===== src/rtl/pipe_stage_reg.sv =====
// Pipeline stage register: WIDTH-bit payload with valid/ready handshake,
// optional 2-entry skid buffer and a saturating count of flushed entries.
module pipe_stage_reg #(
   parameter int               WIDTH     = 16,
   parameter logic [WIDTH-1:0] RESET_VAL = {WIDTH{1'b0}},
   parameter logic [WIDTH-1:0] FLUSH_VAL = {WIDTH{1'b0}},
   parameter bit               SKID      = 1'b1,
   parameter int               CNT_W     = 8
) (
   input  logic             clk,
   input  logic             reset_n,
   input  logic             in_valid,
   output logic             in_ready,
   input  logic [WIDTH-1:0] in_data,
   input  logic             flush,
   output logic             out_valid,
   input  logic             out_ready,
   output logic [WIDTH-1:0] out_data,
   output logic [1:0]       occupancy,
   output logic [CNT_W-1:0] flush_cnt
);

   logic             main_valid_q, main_valid_d;
   logic [WIDTH-1:0] main_data_q,  main_data_d;
   logic             skid_valid_q, skid_valid_d;
   logic [WIDTH-1:0] skid_data_q,  skid_data_d;
   logic [CNT_W-1:0] flush_cnt_q,  flush_cnt_d;

   logic             accept;
   logic             emit;
   logic [1:0]       lost_cnt;
   logic [CNT_W:0]   cnt_sum;

   generate
      if (SKID) begin : g_skid_ready
         assign in_ready = !skid_valid_q;
      end else begin : g_comb_ready
         assign in_ready = !main_valid_q | out_ready;
      end
   endgenerate

   assign accept = in_valid & in_ready;
   assign emit   = main_valid_q & out_ready;

   // Live entries that a flush discards: the head only if it was not emitted.
   assign lost_cnt = {1'b0, main_valid_q & ~out_ready} + {1'b0, skid_valid_q};
   assign cnt_sum  = {1'b0, flush_cnt_q} + (CNT_W + 1)'(lost_cnt);

   always_comb begin
      main_valid_d = main_valid_q;
      main_data_d  = main_data_q;
      skid_valid_d = skid_valid_q;
      skid_data_d  = skid_data_q;
      flush_cnt_d  = flush_cnt_q;
      if (flush) begin
         main_valid_d = 1'b0;
         skid_valid_d = 1'b0;
         main_data_d  = FLUSH_VAL;
         flush_cnt_d  = cnt_sum[CNT_W] ? {CNT_W{1'b1}} : cnt_sum[CNT_W-1:0];
      end else if (emit) begin
         if (skid_valid_q) begin
            main_data_d  = skid_data_q;
            skid_valid_d = 1'b0;
         end else if (accept) begin
            main_data_d = in_data;
         end else begin
            main_valid_d = 1'b0;
            main_data_d  = FLUSH_VAL;
         end
      end else if (accept) begin
         // Unreachable with SKID=0: in_ready then requires empty or emitting.
         if (main_valid_q) begin
            skid_valid_d = 1'b1;
            skid_data_d  = in_data;
         end else begin
            main_valid_d = 1'b1;
            main_data_d  = in_data;
         end
      end
   end

   always_ff @(posedge clk) begin
      if (!reset_n) begin
         main_valid_q <= 1'b0;
         main_data_q  <= RESET_VAL;
         skid_valid_q <= 1'b0;
         skid_data_q  <= RESET_VAL;
         flush_cnt_q  <= '0;
      end else begin
         main_valid_q <= main_valid_d;
         main_data_q  <= main_data_d;
         skid_valid_q <= skid_valid_d;
         skid_data_q  <= skid_data_d;
         flush_cnt_q  <= flush_cnt_d;
      end
   end

   assign out_valid = main_valid_q;
   assign out_data  = main_data_q;
   assign occupancy = {1'b0, main_valid_q} + {1'b0, skid_valid_q};
   assign flush_cnt = flush_cnt_q;

endmodule


===== config.mk =====
export PLATFORM = sky130hd
export DESIGN_NAME = pipe_stage_reg
export DESIGN_NICKNAME = d
export VERILOG_FILES = /design/src/rtl/pipe_stage_reg.sv
export SDC_FILE = /design/constraint.sdc
export NUM_CORES = 1
export LEC_CHECK = 0
export CAP_MARGIN = 30
export CORE_AREA = 2 2 64 66
export CTS_CLUSTER_DIAMETER = 80
export DETAILED_ROUTE_END_ITERATION = 8
export DIE_AREA = 0 0 66 68
export HOLD_SLACK_MARGIN = 0.02
export PLACE_DENSITY = 0.84
export SLEW_MARGIN = 40
export SYNTH_ARGS = -nofsm -noshare
export SYNTH_HDL_FRONTEND = slang
export SYNTH_SLANG_ARGS = --single-unit

===== constraint.sdc =====
create_clock -name clk -period 5.8 [get_ports clk]
set_clock_uncertainty 0.15 [all_clocks]
set_input_delay 1.16 -clock clk [delete_from_list [all_inputs] [get_ports clk]]
set_output_delay 1.16 -clock clk [all_outputs]
set_load 0.005 [all_outputs]

* Yosys cells after proc, flatten, opt, wreduce, memory -nomap -nowiden
Cells that the tools add are included.
Widths: inputs -> output; s select.
** Storage, ports and cells
- Register bits after elaboration :: 42
- Latch bits :: 0
- RAM bits :: 0
- Bits in read-only memories :: 0
- Output and inout bits :: 28
- Word-level logic and storage cells :: 36
- Memories kept :: 0
** Cells by class
- Add/sub/neg operators :: 3
- Multiply operators :: 0
- Divide/modulo/power cells :: 0
- Order comparisons :: 0
- Eq/ne operators :: 3
- Shift operators :: 0
- Muxes and demuxes :: 10
- Bitwise logic cells :: 7
- Reduce and logical (&&, ||, !) cells :: 8
** Operators with widths (count)
- $mux 16 :: 5
- $add 8x2->9 :: 1
- $mux 8 :: 1
- $add 1x1->2 :: 2
- $mux 1 :: 4
- $ne 2x2->1 const B :: 2
- $not 1->1 :: 4
- $reduce_and 2->1 :: 2
- $reduce_and 4->1 :: 1
- $and 1x1->1 :: 3
- $reduce_and 3->1 :: 1
- $reduce_or 3->1 :: 1
- $ne 2x1->1 const B :: 1
- $reduce_bool 2->1 :: 1
- $reduce_or 2->1 :: 1
- $logic_not 1->1 :: 1

* Longest topological paths before layout
- Depth in word-level cells :: 5
- Gate-level depth with buffers :: 8
- Depth with buffers taken out :: 7

* Worst setup path before layout
No wires, ideal clock.
- Kind :: input-to-reg
- Start point :: input out_ready
- End point :: register flush_cnt_q[7] (netlist: flush_cnt[7])
- Setup time :: 0.116 ns
- Arrival time :: 2.557 ns
- Setup slack :: 2.977 ns
- Cell stages on the path :: 5
- Buffers on the path :: 0
- Path through :: nand2b_1 -> fa_1 -> nand4b_1 -> or4_1 -> and3_1
** Between the ends
- Longest elaborated chain between the ends :: 5
** Ends and longest elaborated chain
- start: declaration :: RTL line 17 : input logic out_ready,
- $not 1->1 :: RTL line 46 : assign lost_cnt = {1'b0, main_valid_q & ~out_ready} + {1'b0, skid_valid_q};
- $and 1x1->1 :: RTL line 46
- $add 1x1->2 :: RTL line 46
- $add 8x2->9 :: RTL line 47 : assign cnt_sum = {1'b0, flush_cnt_q} + (CNT_W + 1)'(lost_cnt);
- $mux 8 :: RTL line 59 : flush_cnt_d = cnt_sum[CNT_W] ? {CNT_W{1'b1}} : cnt_sum[CNT_W-1:0];
- end signal: assignment :: RTL line 94 : flush_cnt_q <= flush_cnt_d;
- end: declaration :: RTL line 27 : logic [CNT_W-1:0] flush_cnt_q, flush_cnt_d;
Every way passes these cells.
A chain may end at the register's enable or synchronous reset.

* Final worst setup path
Ends and elaborated chain as after synthesis.

==> results by group <==
Critical path
  • Critical Path Source Type: primary input
  • Worst R2R Setup Slack: between 3 and 4 ns
  • Critical Path Sink Type: register
  • Reg2reg end: flush_cnt[7]
  • CP Data Required Time: 5.83 ns
  • Worst r2r src: skid_valid_q
  • Worst Path Arrival: 3.30 ns
  • Crit-path max FO: 6
  • Kind of critical path: in -> reg
  • Cells on worst reg2reg path: 5

Clocking
  • Clk buf depth: 2
  • H-tree depth: 2
  • Number of CTS-inserted buffers: 5
  • # clock sinks: 42
  • Clock root cell: clkbuf_8
  • TritonCTS clock tree: done
  • Hold_buf cts: 0
  • Clk_lat worst skew: roughly 0.29 ns
  • PostCTS Resize Cnt: 0
  • Post-CTS Setup Inserts: 0
  • Clock Pin Slew Worst Setup and Hold Paths: 0.07 ns

Floorplanning
  • Cell row count: 23
  • Initial Util: between 40% and 50%
  • Die W: 66 um
  • Core Region: 3856 um2
  • Die H: 68 um
  • Die area: 4488 um2
  • # IOs: 49

Timing
  • Crit path time final: 3.265 ns
  • WHS: about 0.33 ns
  • Slew @ Worst Pin: about 0.75 ns
  • Fin. max-slew vios: 0
  • Endpoints failing setup: 0
  • Max-slew headroom: 50.18%
  • Unrepaired setup endpoints after global routing: no
  • Fmax: about 0.31 GHz
  • Final period util: 56.30%
  • Final Worst Setup Slack: 2.535 ns
  • Setup TNS: 0 ns
  • Final hold vios: 0

Route
  • Router iterations before antenna repair: 4
  • Drt total wl: 4568 um
  • ANT nets after route: 0
  • Initial DRC count: 109
  • Via count: 1792
  • DR DRC count: 0
  • Via density per instance: 5.993
  • Avg WL per Cell: 15.28 um

Hold path
  • Hold WC Path Type: reg -> reg
  • Worst Hold Path EP: skid_data_q[6]
  • Hold path start: skid_data_q[6]
  • WHS Path Cells: 2

Layout
  • Area Overhead vs Synth: 28.05%
  • Share of layout cells above drive strength 1: 8.032%
  • Fillers: 338
  • Finished Core Util: a little under two thirds
  • Non-Filler Instances: 299
  • Area of the multi-input gates: 962.2 um2
  • Finished Cell Area: ~2500 um2
  • Commonest non-fill, non-tap cell in the layout: clkdlybuf4s50_1
  • Sequential Area: around 840 um2
  • Commonest cells after routing, fill and taps aside: 48 x clkdlybuf4s50_1, 42 x dfxtp_1, 24 x a21oi_1
  • N_diodes: 0
  • Final #Nets: 273

Synth
  • Synth Register Bits: 42
  • Post-synth cell types: 36
  • Synth Warn #: 0
  • Register area share after synthesis: about 44%
  • Syn Nets: 237
  • Mapped Area: 1918 um2
  • Async S/R FF share, synth: 0%
  • Post-synth EDFFs: 0
  • Average size of a mapped cell: between 9 and 10 um2
  • Synth Flop Type: dfxtp_1
  • Cell count after synthesis: 213

Place
  • Placement Setup Slack: 2.155 ns
  • Inst Count DP: 292
  • HPWL after DPL: 3142 um
  • Port Buffers: 48
  • GP Congestion: 0.7658
  • DP Area: 2371 um2

Pwr
  • Maximum VDD drop: 0.1617 mV
  • Cell leakage power: 0.8317 nW
  • Power Dens Cells: between 200 and 250 nW/um2
  • Pwr Total: between 0.5 and 0.6 mW

GRT
  • First-pass GRT wire length: 7396 um
  • GRT Overall Usage: about a fifth
  • Grt ovf: 0
  • Vias in the first global route: ~1600
  • Pin count of the biggest net entering global routing: 25
  • Antenna violations before repair: 0

Run status
  • Status: finished, final reports clean

Flow run
  • Max-cap violation count: 0
per-layer routing:
layer / vias to the layer above / part of all wire [%] / global-route usage, %
met5: - / 0 / 0
met4: 0 / 0.74 / 5.612
met3: 4 / 5.4 / 4.605
met2: 57 / 48 / 36.24
met1: 870 / 46 / 27.78
li1: 861 / - / -
how the worst max path moves through the flow:
stage	from	endpoint	slack (ns)	cells after the start
CTS	in_valid	out_data[10]	2.46	4
detailed placement	in_valid	out_data[10]	2.16	4
global route	out_ready	flush_cnt[5]	2.43	8
finish	out_ready	flush_cnt[7]	2.53	6
global placement	in_valid	out_data[13]	2.19	4
floorplan	out_ready	flush_cnt[7]	2.98	5
logic make-up after synthesis:
family | count (synthesis) | synth area share, %
fa+ha+maj | 3 | 2.348
xor+xnor | 1 | 0.4567
flops | 42 | 43.84
buf+inv | 27 | 6.915
simple gates | 61 | 18.33
mux | 1 | 0.5219
compound gates | 78 | 27.59
state kept, by name, summed over array words and instances (netlist names):
signal	cells
skid_data_q	16
out_data	16
skid_valid_q	1
flush_cnt	8
out_valid	1
worst max-delay path, cell delays in order:
cell and delay [ns]:
clkdlybuf4s50_1 0.49, nand2b_1 0.23, fa_1 0.40, nand4b_1 0.30, or4_1 0.54, and3_1 0.17
synthesized netlist by cell type (2+ instances only):
| cell type | count | area share (%) |
|---|---|---|
| dfxtp_1 | 42 | 44 |
| o21ai_0 | 18 | 4.7 |
| buf_2 | 7 | 1.8 |
| nand3_1 | 18 | 4.7 |
| and3_1 | 5 | 1.6 |
| a211oi_1 | 6 | 2.3 |
| nor3_1 | 17 | 4.4 |
| nand4_1 | 3 | 0.98 |
| nand2b_1 | 3 | 0.98 |
| nand2_1 | 2 | 0.39 |
| ha_1 | 2 | 1.3 |
| buf_6 | 3 | 1.8 |
| a211oi_2 | 10 | 6.5 |
| a21oi_1 | 24 | 6.3 |
| nor2b_1 | 3 | 0.98 |
| clkbuf_1 | 10 | 2.0 |
| inv_1 | 7 | 1.4 |
| a22oi_1 | 15 | 5.9 |
cell type report:
cell class	instances	share of cell area, %
well taps	50	2.547
multi-input cells	144	39.17
flip-flops and latches	42	34.23
repair buffers	49	19.87
clock buffers	7	3.107
inverters	7	1.070
power by group:
part           internal [mW]  switching (mW)
registers              0.295         0.00480
clock network         0.0829          0.0910
logic                 0.0374          0.0376
Power figures use the tool's default switching activity.
